==> config.mk <==
export PLATFORM = sky130hd
export DESIGN_NAME = mem_lsu
export DESIGN_NICKNAME = d
export VERILOG_FILES = /design/src/rtl/mem_lsu_pkg.sv /design/src/rtl/mem_lsu_align.sv /design/src/rtl/mem_lsu.sv
export SDC_FILE = /design/constraint.sdc
export NUM_CORES = 1
export LEC_CHECK = 0
export ABC_AREA = 1
export BUFFER_PORTS_ARGS = -buffer_cell sky130_fd_sc_hd__buf_2
export CAP_MARGIN = 20
export CORE_MARGIN = 10
export CORE_UTILIZATION = 56
export CTS_BUF_LIST = sky130_fd_sc_hd__clkbuf_4 sky130_fd_sc_hd__clkbuf_8
export DETAILED_ROUTE_END_ITERATION = 6
export PLACE_DENSITY_LB_ADDON = 0.25
export REMOVE_ABC_BUFFERS = 1
export SETUP_SLACK_MARGIN = 0.4
export SLEW_MARGIN = 20
export SYNTH_ARGS = -nofsm -noshare
export SYNTH_HDL_FRONTEND = slang
export SYNTH_SLANG_ARGS = --single-unit
==> constraint.sdc <==
create_clock -name clk -period 2.65 [get_ports clk]
set_clock_uncertainty 0.15 [all_clocks]
set_input_delay 0.6625 -clock clk [delete_from_list [all_inputs] [get_ports clk]]
set_output_delay 0.6625 -clock clk [all_outputs]
set_load 0.005 [all_outputs]
==> src/rtl/mem_lsu_pkg.sv <==
// +------------------------------------------------------------------+
// | mem_lsu_pkg                                                      |
// | Shared funct3 codes, FSM encodings and op legality for mem_lsu.  |
// | Revision: 1.0                                                    |
// +------------------------------------------------------------------+
`default_nettype none

package mem_lsu_pkg;

    localparam logic [2:0] c_LSU_B  = 3'b000;
    localparam logic [2:0] c_LSU_H  = 3'b001;
    localparam logic [2:0] c_LSU_W  = 3'b010;
    localparam logic [2:0] c_LSU_BU = 3'b100;
    localparam logic [2:0] c_LSU_HU = 3'b101;

    localparam logic [0:0] c_LSU_IDLE = 1'b0;
    localparam logic [0:0] c_LSU_BUS  = 1'b1;

    localparam int c_STRB_W = 4;

    // Unsigned variants only make sense for loads.
    function automatic logic op_illegal(input logic [2:0] op, input logic is_store);
        logic r;
        case (op)
            c_LSU_B, c_LSU_H, c_LSU_W: r = 1'b0;
            c_LSU_BU, c_LSU_HU:        r = is_store;
            default:                   r = 1'b1;
        endcase
        return r;
    endfunction

endpackage

`default_nettype wire

==> src/rtl/mem_lsu_align.sv <==
// +------------------------------------------------------------------+
// | mem_lsu_align                                                    |
// | Store lane replication/strobes, load extract/extend, misalign.   |
// | Revision: 1.0                                                    |
// +------------------------------------------------------------------+
`default_nettype none

module mem_lsu_align
    import mem_lsu_pkg::*;
#(
    parameter int DW = 32
) (
    input  logic [2:0]          i_op,
    input  logic [1:0]          i_offset,
    input  logic                i_is_store,
    input  logic [DW-1:0]       i_wdata,
    input  logic [DW-1:0]       i_rdata,
    output logic [DW-1:0]       o_st_data,
    output logic [c_STRB_W-1:0] o_st_strb,
    output logic [DW-1:0]       o_ld_data,
    output logic                o_misalign
);

    logic [DW-1:0] w_shifted;
    logic [7:0]    w_byte;
    logic [15:0]   w_half;

    assign w_shifted = i_rdata >> {i_offset, 3'b000};
    assign w_byte    = w_shifted[7:0];
    assign w_half    = i_offset[1] ? i_rdata[31:16] : i_rdata[15:0];

    always_comb begin
        o_st_data = i_wdata;
        o_st_strb = 4'b1111;
        case (i_op[1:0])
            2'b00: begin
                o_st_data = {4{i_wdata[7:0]}};
                o_st_strb = 4'b0001 << i_offset;
            end
            2'b01: begin
                o_st_data = {2{i_wdata[15:0]}};
                o_st_strb = 4'b0011 << {i_offset[1], 1'b0};
            end
            default: ;
        endcase
    end

    always_comb begin
        o_ld_data = i_rdata;
        case (i_op)
            c_LSU_B:  o_ld_data = {{24{w_byte[7]}}, w_byte};
            c_LSU_H:  o_ld_data = {{16{w_half[15]}}, w_half};
            c_LSU_BU: o_ld_data = {24'd0, w_byte};
            c_LSU_HU: o_ld_data = {16'd0, w_half};
            default:  ;
        endcase
    end

    assign o_misalign = op_illegal(i_op, i_is_store)
                      | ((i_op[1:0] == 2'b01) & i_offset[0])
                      | ((i_op[1:0] == 2'b10) & (|i_offset));

endmodule

`default_nettype wire

==> src/rtl/mem_lsu.sv <==
// +------------------------------------------------------------------+
// | mem_lsu                                                          |
// | Load/store stage: single-outstanding bus access and writeback.   |
// | Revision: 1.0                                                    |
// +------------------------------------------------------------------+
`default_nettype none

module mem_lsu
    import mem_lsu_pkg::*;
#(
    parameter int AW = 32,
    parameter int DW = 32
) (
    input  logic                clk,
    input  logic                rstn,
    input  logic                valid_i,
    input  logic                mem_rd,
    input  logic                mem_wr,
    input  logic [2:0]          mem_op,
    input  logic [AW-1:0]       addr_i,
    input  logic [DW-1:0]       wdata_i,
    input  logic [4:0]          rd_addr_i,
    input  logic                rd_we_i,
    output logic                bus_req,
    output logic                bus_we,
    output logic [AW-1:0]       bus_addr,
    output logic [c_STRB_W-1:0] bus_wstrb,
    output logic [DW-1:0]       bus_wdata,
    input  logic                bus_ack,
    input  logic [DW-1:0]       bus_rdata,
    input  logic                bus_err,
    output logic                hold,
    output logic                wb_valid,
    output logic                wb_we,
    output logic [4:0]          wb_rd,
    output logic [DW-1:0]       wb_data,
    output logic                exc_misalign,
    output logic                exc_bus
);

    logic [0:0]    r_state;
    logic [2:0]    r_op;
    logic [1:0]    r_off;
    logic [4:0]    r_rd;
    logic          r_load;

    // Instruction captured in the ack cycle, issued on the following cycle.
    logic          r_pend;
    logic          r_p_rd;
    logic          r_p_wr;
    logic [2:0]    r_p_op;
    logic [AW-1:0] r_p_addr;
    logic [DW-1:0] r_p_wdata;
    logic [4:0]    r_p_rd_addr;
    logic          r_p_rd_we;

    logic          w_busy;
    logic          w_valid;
    logic          w_mem_rd;
    logic          w_mem_wr;
    logic [2:0]    w_mem_op;
    logic [AW-1:0] w_addr;
    logic [DW-1:0] w_wdata;
    logic [4:0]    w_rd_addr;
    logic          w_rd_we;
    logic          w_mem;
    logic          w_load;
    logic          w_issue;
    logic [2:0]    w_al_op;
    logic [1:0]    w_al_off;
    logic [DW-1:0] w_st_data;
    logic [3:0]    w_st_strb;
    logic [DW-1:0] w_ld_data;
    logic          w_misalign;

    assign w_busy    = (r_state == c_LSU_BUS);
    assign w_valid   = r_pend | valid_i;
    assign w_mem_rd  = r_pend ? r_p_rd      : mem_rd;
    assign w_mem_wr  = r_pend ? r_p_wr      : mem_wr;
    assign w_mem_op  = r_pend ? r_p_op      : mem_op;
    assign w_addr    = r_pend ? r_p_addr    : addr_i;
    assign w_wdata   = r_pend ? r_p_wdata   : wdata_i;
    assign w_rd_addr = r_pend ? r_p_rd_addr : rd_addr_i;
    assign w_rd_we   = r_pend ? r_p_rd_we   : rd_we_i;

    assign w_mem  = w_mem_rd | w_mem_wr;
    assign w_load = w_mem_rd & ~w_mem_wr;

    assign w_al_op  = w_busy ? r_op  : w_mem_op;
    assign w_al_off = w_busy ? r_off : w_addr[1:0];

    mem_lsu_align #(
        .DW (DW)
    ) u_align (
        .i_op       (w_al_op),
        .i_offset   (w_al_off),
        .i_is_store (w_mem_wr),
        .i_wdata    (w_wdata),
        .i_rdata    (bus_rdata),
        .o_st_data  (w_st_data),
        .o_st_strb  (w_st_strb),
        .o_ld_data  (w_ld_data),
        .o_misalign (w_misalign)
    );

    assign w_issue = ~w_busy & w_valid & w_mem & ~w_misalign;

    // A pending instruction occupies the stage, so the live one must wait.
    assign hold = rstn & (w_busy ? ~bus_ack : (w_issue | r_pend));

    always_ff @(posedge clk or negedge rstn) begin
        if (!rstn) begin
            r_state      <= c_LSU_IDLE;
            r_op         <= 3'd0;
            r_off        <= 2'd0;
            r_rd         <= 5'd0;
            r_load       <= 1'b0;
            r_pend       <= 1'b0;
            r_p_rd       <= 1'b0;
            r_p_wr       <= 1'b0;
            r_p_op       <= 3'd0;
            r_p_addr     <= '0;
            r_p_wdata    <= '0;
            r_p_rd_addr  <= 5'd0;
            r_p_rd_we    <= 1'b0;
            bus_req      <= 1'b0;
            bus_we       <= 1'b0;
            bus_addr     <= '0;
            bus_wstrb    <= '0;
            bus_wdata    <= '0;
            wb_valid     <= 1'b0;
            wb_we        <= 1'b0;
            wb_rd        <= 5'd0;
            wb_data      <= '0;
            exc_misalign <= 1'b0;
            exc_bus      <= 1'b0;
        end else begin
            wb_valid     <= 1'b0;
            wb_we        <= 1'b0;
            exc_misalign <= 1'b0;
            exc_bus      <= 1'b0;
            case (r_state)
                c_LSU_IDLE: begin
                    r_pend <= 1'b0;
                    if (w_valid) begin
                        if (!w_mem) begin
                            wb_valid <= 1'b1;
                            wb_we    <= w_rd_we;
                            wb_rd    <= w_rd_addr;
                            wb_data  <= DW'(w_addr);
                        end else if (w_misalign) begin
                            wb_valid     <= 1'b1;
                            exc_misalign <= 1'b1;
                            wb_rd        <= w_rd_addr;
                            wb_data      <= DW'(w_addr);
                        end else begin
                            bus_req   <= 1'b1;
                            bus_we    <= w_mem_wr;
                            bus_addr  <= {w_addr[AW-1:2], 2'b00};
                            bus_wstrb <= w_mem_wr ? w_st_strb : 4'b0000;
                            bus_wdata <= w_mem_wr ? w_st_data : '0;
                            r_op      <= w_mem_op;
                            r_off     <= w_addr[1:0];
                            r_rd      <= w_rd_addr;
                            r_load    <= w_load;
                            r_state   <= c_LSU_BUS;
                        end
                    end
                end
                default: begin
                    if (bus_ack) begin
                        bus_req     <= 1'b0;
                        wb_valid    <= 1'b1;
                        wb_we       <= r_load & ~bus_err;
                        wb_rd       <= r_rd;
                        wb_data     <= r_load ? w_ld_data : '0;
                        exc_bus     <= bus_err;
                        r_state     <= c_LSU_IDLE;
                        r_pend      <= valid_i;
                        r_p_rd      <= mem_rd;
                        r_p_wr      <= mem_wr;
                        r_p_op      <= mem_op;
                        r_p_addr    <= addr_i;
                        r_p_wdata   <= wdata_i;
                        r_p_rd_addr <= rd_addr_i;
                        r_p_rd_we   <= rd_we_i;
                    end
                end
            endcase
        end
    end

endmodule

`default_nettype wire
# Word-level counts from Yosys, hierarchy flattened

Index checks and enable logic that the tools add are counted.

Register bits: 197
Input port bits: 112
Output and inout bits: 112
Word-level logic and storage cells: 119

Equal/unequal tests: 9
Shifts and indexed selects: 3
Multiplexer cells: 54
Bitwise logic cells: 18
Reductions and logical operators: 11

Operators by type and width:

| operator              | count |
|---|---|
| $mux W32              | 9 |
| $pmux W32 S4          | 1 |
| $pmux W32 S2          | 1 |
| $shr A32 B5 Y8        | 1 |
| $mux W1               | 30 |
| $mux W5               | 6 |
| $mux W16              | 1 |
| $and A1 B1 Y1         | 8 |
| $pmux W4 S2           | 1 |
| $reduce_and A4 Y1     | 2 |
| $eq A3 B3 Y1 const B  | 2 |
| $mux W3               | 2 |
| $not A1 Y1            | 5 |
| $or A1 B1 Y1          | 5 |
| $mux W4               | 1 |
| $ne A2 B2 Y1 const B  | 2 |
| $reduce_bool A2 Y1    | 2 |
| $reduce_or A2 Y1      | 2 |
| $shl A1 B2 Y4 const A | 1 |
| $shl A2 B2 Y4 const A | 1 |
| $eq A3 B1 Y1 const B  | 1 |
| $eq A3 B2 Y1 const B  | 1 |
| $logic_not A3 Y1      | 1 |
| $ne A3 B2 Y1 const B  | 1 |
| 8 further kinds       | 8 |

# Logic depth before layout (Yosys ltp)

Depth after elaboration: 12
Depth in mapped cells: 14
Mapped depth without buffers: 13

# Modules after synthesis

A second synthesis with hierarchy kept.

Cells, all modules: 1,490
Area total of the unflattened synthesis: 10,620.2 µm²

By module, submodules not included:

| module        | times used | cells an instance | area each (µm²) | seq. area each (µm²) |
|---|---|---|---|---|
| mem_lsu       | 1          | 1,239             | 9,460.3         | 4,929.7 |
| mem_lsu_align | 1          | 251               | 1,159.9         | 0.0 |

# Worst setup path after synthesis

OpenSTA, ideal clock, no wires.

Path kind: input to output
Start point: in addr_i[1]
End point: out hold
Data arrival time: 1.835 ns
Data required time: 1.837 ns
Path slack: 0.003 ns
Stages on the path: 12
Path buffers: 2
Cells stage by stage: inv_1 nand2_1 nand3_2 nand2_2 nor2_1 nand2_1 nand2_1 and2_1 buf_6 nand2_8 buf_2 a31oi_1

Word-level cells in the longest chain between the ends: 10

RTL lines:

| item                 | line                | RTL |
|---|---|---|
| start, declared      | mem_lsu.sv:20       | `input logic [AW-1:0] addr_i,` |
| $mux W32             | mem_lsu.sv:81       | `assign w_addr = r_pend ? r_p_addr : addr_i;` |
| $mux W2              | mem_lsu.sv:90       | `assign w_al_off = w_busy ? r_off : w_addr[1:0];` |
| $reduce_or A2 Y1     | mem_lsu_align.sv:61 | `\| ((i_op[1:0] == 2'b10) & (\|i_offset));` |
| $and A1 B1 Y1        | mem_lsu_align.sv:61 |  |
| $or A1 B1 Y1         | mem_lsu_align.sv:61 |  |
| $not A1 Y1 (no line) | --                  |  |
| $and A1 B1 Y1        | mem_lsu.sv:106      | `assign w_issue = ~w_busy & w_valid & w_mem & ~w_misalign;` |
| $or A1 B1 Y1         | mem_lsu.sv:109      | `assign hold = rstn & (w_busy ? ~bus_ack : (w_issue \| r_pend));` |
| $mux W1              | mem_lsu.sv:109      |  |
| $and A1 B1 Y1        | mem_lsu.sv:109      |  |
| end, declared        | mem_lsu.sv:32       | `output logic hold,` |

No other way between the ends.

# Worst setup path after layout

Start point: reg r_pend
End point: out hold

Word-level cells in the longest chain between the ends: 12
Elaborated cells between the ends (all ways): 30
Classes of those cells: eq/ne: 6; mux: 8; bitwise: 12; reduce/logical: 4

RTL lines:

| item                                                 | line                | RTL |
|---|---|---|
| start, declared                                      | mem_lsu.sv:48       | `logic r_pend;` |
| start signal, assigned                               | mem_lsu.sv:179      | `r_pend <= valid_i;` |
| $mux W3                                              | mem_lsu.sv:80       | `assign w_mem_op = r_pend ? r_p_op : mem_op;` |
| $mux W3                                              | mem_lsu.sv:89       | `assign w_al_op = w_busy ? r_op : w_mem_op;` |
| $eq A3 B1 Y1, or another cell as far along           | mem_lsu_pkg.sv:24   | `case (op)` |
| $reduce_or A3 Y1 or $reduce_or A2 Y1 (tied branches) | mem_lsu_pkg.sv:24   |  |
| $pmux W1 S2                                          | mem_lsu_pkg.sv:24   |  |
| $or A1 B1 Y1                                         | mem_lsu_align.sv:60 | `\| ((i_op[1:0] == 2'b01) & i_offset[0])` |
| $or A1 B1 Y1                                         | mem_lsu_align.sv:61 |  |
| $not A1 Y1 (no line)                                 | --                  |  |
| $and A1 B1 Y1                                        | mem_lsu.sv:106      |  |
| $or A1 B1 Y1 (*)                                     | mem_lsu.sv:109      |  |
| $mux W1 (*)                                          | mem_lsu.sv:109      |  |
| $and A1 B1 Y1 (*)                                    | mem_lsu.sv:109      |  |

Mark *: on every way between the ends. The rest lies on a longest branch, timed or not.

==> flow_metrics.py <==
metrics = {
    "status": {
        "status": "finished, violations left",
        "violations": "setup timing",
    },
    "detailed_routing": {
        "viasPerCell": 5.266,
        "routed_wirelength_um": 29480,
        "antenna_left": 0,
        "firstDrtPassIters": 5,
        "drtIter0Drc": 767,
        "vias": 9205,
        "wl_per_cell_um": 16.86,
        "drcViolationCount": 0,
    },
    "global_route": {
        "grt_pass1_vias": 9347,
        "antenna_found_initial": 3,
        "grt_overflow": 0,
        "grt_first_pass_wirelength_um": 47770,
        "grt_max_degree": 130,
        "track_usage_pct": 24.73,
    },
    "yosys": {
        "yosys-top-cells-area": "dfrtp_1, nand2_1, o21ai_0",
        "synth_top_flop_cell": "dfrtp_1",
        "yosysSeqAreaShare_pct": 49.82,
        "synth.cell_area_sq_um": 9896,
        "ys_ff_latch": 197,
        "yosys.area.top_type_share_pct": 49.82,
        "synth_top_area_cell": "dfrtp_1",
        "ys_types": 39,
        "synth_cells": 1288,
        "synth-async-reset-ratio_pct": 100.0,
        "synth_edf_count": 0,
        "synth.avg_cell_area_sq_um": 7.683,
        "ys_warn_count": 0,
    },
    "clocking": {
        "cts_tree": "built",
        "clock_latency_ns": 0.47,
        "clockBufferDepth": 2,
        "cts-root-buf": "clkbuf_8",
        "clkSinkCount": 197,
        "clk_pin_slew_ns": 0.10,
        "cts_buffers": 17,
        "htree_levels": 4,
    },
    "finish": {
        "fin_nets": 1621,
        "drive_gt1_share_pct": 25.23,
        "multi_input_area_sq_um": 4304,
        "seq_area_sq_um": 4935,
        "area_delta_synth_final_pct": 21.25,
        "n_fill_cell": 1479,
    },
    "floorplan": {
        "ios": 224,
        "dieArea_sq_um": 23390,
        "rows": 48,
        "core_area_sq_um": 17300,
        "die_w_um": 152.9,
        "start_util_pct": 57.21,
        "die_h_um": 152.9,
    },
    "timing": {
        "timing.hold.ws_ns": 0.1362,
        "grt_setup_unrepaired": "true",
        "finalHoldViolations": 0,
        "finalSetupViolCount": 1,
        "timing.final.crit_share_pct": 111.2,
        "worst_slew_pin_slew_ns": 0.8652,
        "fin_ws_ns": -0.2964,
        "timing.fmax_mhz": 339.4,
        "tns_ns": -0.2964,
        "slew_headroom_pct": 42.32,
        "slew_viol_final": 0,
        "period_needed_ns": 2.946,
    },
    "setup_path": {
        "arrival_ns": 2.13,
        "cp.required_ns": 1.84,
        "crit_path_max_incr_delay_ns": 0.56,
        "endpoint_kind": "output pin",
        "crit_type": "reg -> out",
        "cp_top_family": "simple AND/OR/NAND/NOR gates",
        "start_kind": "register",
        "slowest_stage": "dfrtp_4",
        "cp_common_cell": "nand2_2",
        "worst-path-buf-inv": 2,
        "r2r_slack_ns": 0.07,
        "path_cells": "inv_8 -> nand2_2 -> nand3_4 -> nand2_4 -> nor2_4 -> nand2_2 -> nand2_2 -> and2_4 -> nand2_8 -> a31oi_4 -> buf_2",
        "path_max_fanout": 6,
    },
    "power": {
        "power_density_nw_per_um2": 1078,
        "p_leak_nw": 6.677,
        "ir_worst_vdd_mv": 0.4701,
    },
    "placement": {
        "dp_slack_ns": -0.1745,
        "gp_congestion": 0.9009,
        "hpwlAfterDp_um": 20280,
        "io_buffers": 221,
    },
    "flow_run": {
        "cap_violations": 0,
    },
    "worst_hold_path": {
        "hp-class": "in -> async",
    },
}
## final timing paths
| path | startpoint | end | depth (start not counted) |
|---|---|---|---|
| setup / recovery | r_pend | hold | 11 |
| hold / removal | rstn | r_p_wdata[12] | 2 |
| setup reg to reg | r_pend | bus_addr[10] | 12 |
| hold reg to reg | bus_we | bus_we | 2 |
| max in group asynchronous | rstn | bus_addr[22] | 2 |
| min in group clk | rd_addr_i[0] | r_p_rd_addr[0] | 3 |
## placed cells by master, fill, tap and decap left out, types with 2 or more instances in the layout
master and instances:
nand3b_1 5, buf_6 6, nand3_4 3, dfrtp_1 195, inv_1 101, nor2_2 6
nand2_2 17, bufinv_16 2, o21ai_1 19, mux2i_1 34, or2_2 33, buf_2 220
clkinvlp_4 3, or2_0 2, o21ai_0 139, nand3_2 2, nor2_1 27, conb_1 2
a211oi_1 9, inv_4 4, inv_8 2, a21oi_1 21, o211ai_1 5, clkbuf_8 21
nand4_1 3, o21bai_1 3, buf_12 5, inv_6 5, nor3_1 3, nand2_1 533
nand2_4 5, nand3_1 31, buf_4 37
## metal layers
metal	GRT usage [%]	wire length, um	vias to the layer above
met5	0	20	-
met1	31.50	12750	4329
li1	-	-	4482
met2	40.06	13880	328
met3	6.145	2024	62
met4	8.901	801	4
## flip-flops by register name (all words and copies together), names as in the netlist, 2 cells and up
signal / count
wb_rd: 5
wb_data: 32
r_p_rd_addr: 5
r_p_wdata: 32
r_rd: 5
r_op: 3
bus_wdata: 32
r_off: 2
bus_addr: 30
r_p_op: 3
bus_wstrb: 4
r_p_addr: 32
## logic make-up after synthesis
kind of cell / after synthesis / synth area share (%)
AOI/OAI and AO/OA: 203 / 10.82
buffers and inverters: 179 / 7.852
DFF: 197 / 49.82
muxes: 34 / 3.439
other: 1 / 0.03790
and+or+nand+nor: 674 / 28.03
## cell type report
cell class                      count  share of cell area, %
Clock buffer                       21                  2.357
Sequential cell                   197                  41.13
Tap cell                          225                  2.346
Timing Repair Buffer              272                  13.57
Timing Repair inverter              1                0.05214
Multi-Input combinational cell    913                  35.87
Clock inverter                     11                  1.147
Inverter                          107                  3.514
Antenna cell                        1                0.02086
## power breakdown
group	switching, mW	internal (mW)	leakage [nW]
combinational	3.48	2.31	4.00
clock	1.14	0.946	0.205
sequential	0.716	4.35	2.47
## cells in the mapped netlist (3+ instances only)
master    count
a211oi_1      9
a21oi_1      21
buf_2        27
buf_4         6
buf_6         6
clkbuf_1     30
dfrtp_1     197
inv_1       101
inv_2         5
mux2i_1      34
nand2_1     547
nand2_2       7
nand3_1      32
nand3_2       3
nand3b_1      5
nand4_1       3
nor2_1       31
nor2_2        3
nor3_1        3
o211ai_1      5
o21ai_0     140
o21ai_1      19
o21bai_1      3
or2_2        33
## per-stage QoR
step / instances / util (%) / total power [mW] / area [sq um]
4_1_cts: 1746 / 68.66 / 12.77 / 11880
6_report: 1748 / 69.37 / 12.94 / 12000
5_1_grt: 1748 / 69.37 / 14.00 / 12000
3_3_place_gp: 1706 / 65.44 / 10.36 / 11320
2_1_floorplan: 1217 / - / 8.137 / 9527
3_5_place_dp: 1706 / 65.44 / 10.58 / 11320
## repair_timing
action / in CTS / in global routing
pin swaps: 4 / 4
endpoints found under the setup margin: 104 / 118
setup buffers: 7 / 0
resized for setup: 21 / 30
hold buffers: 0 / 0
cloned: 1 / 1
Power figures use the tool's default switching activity.
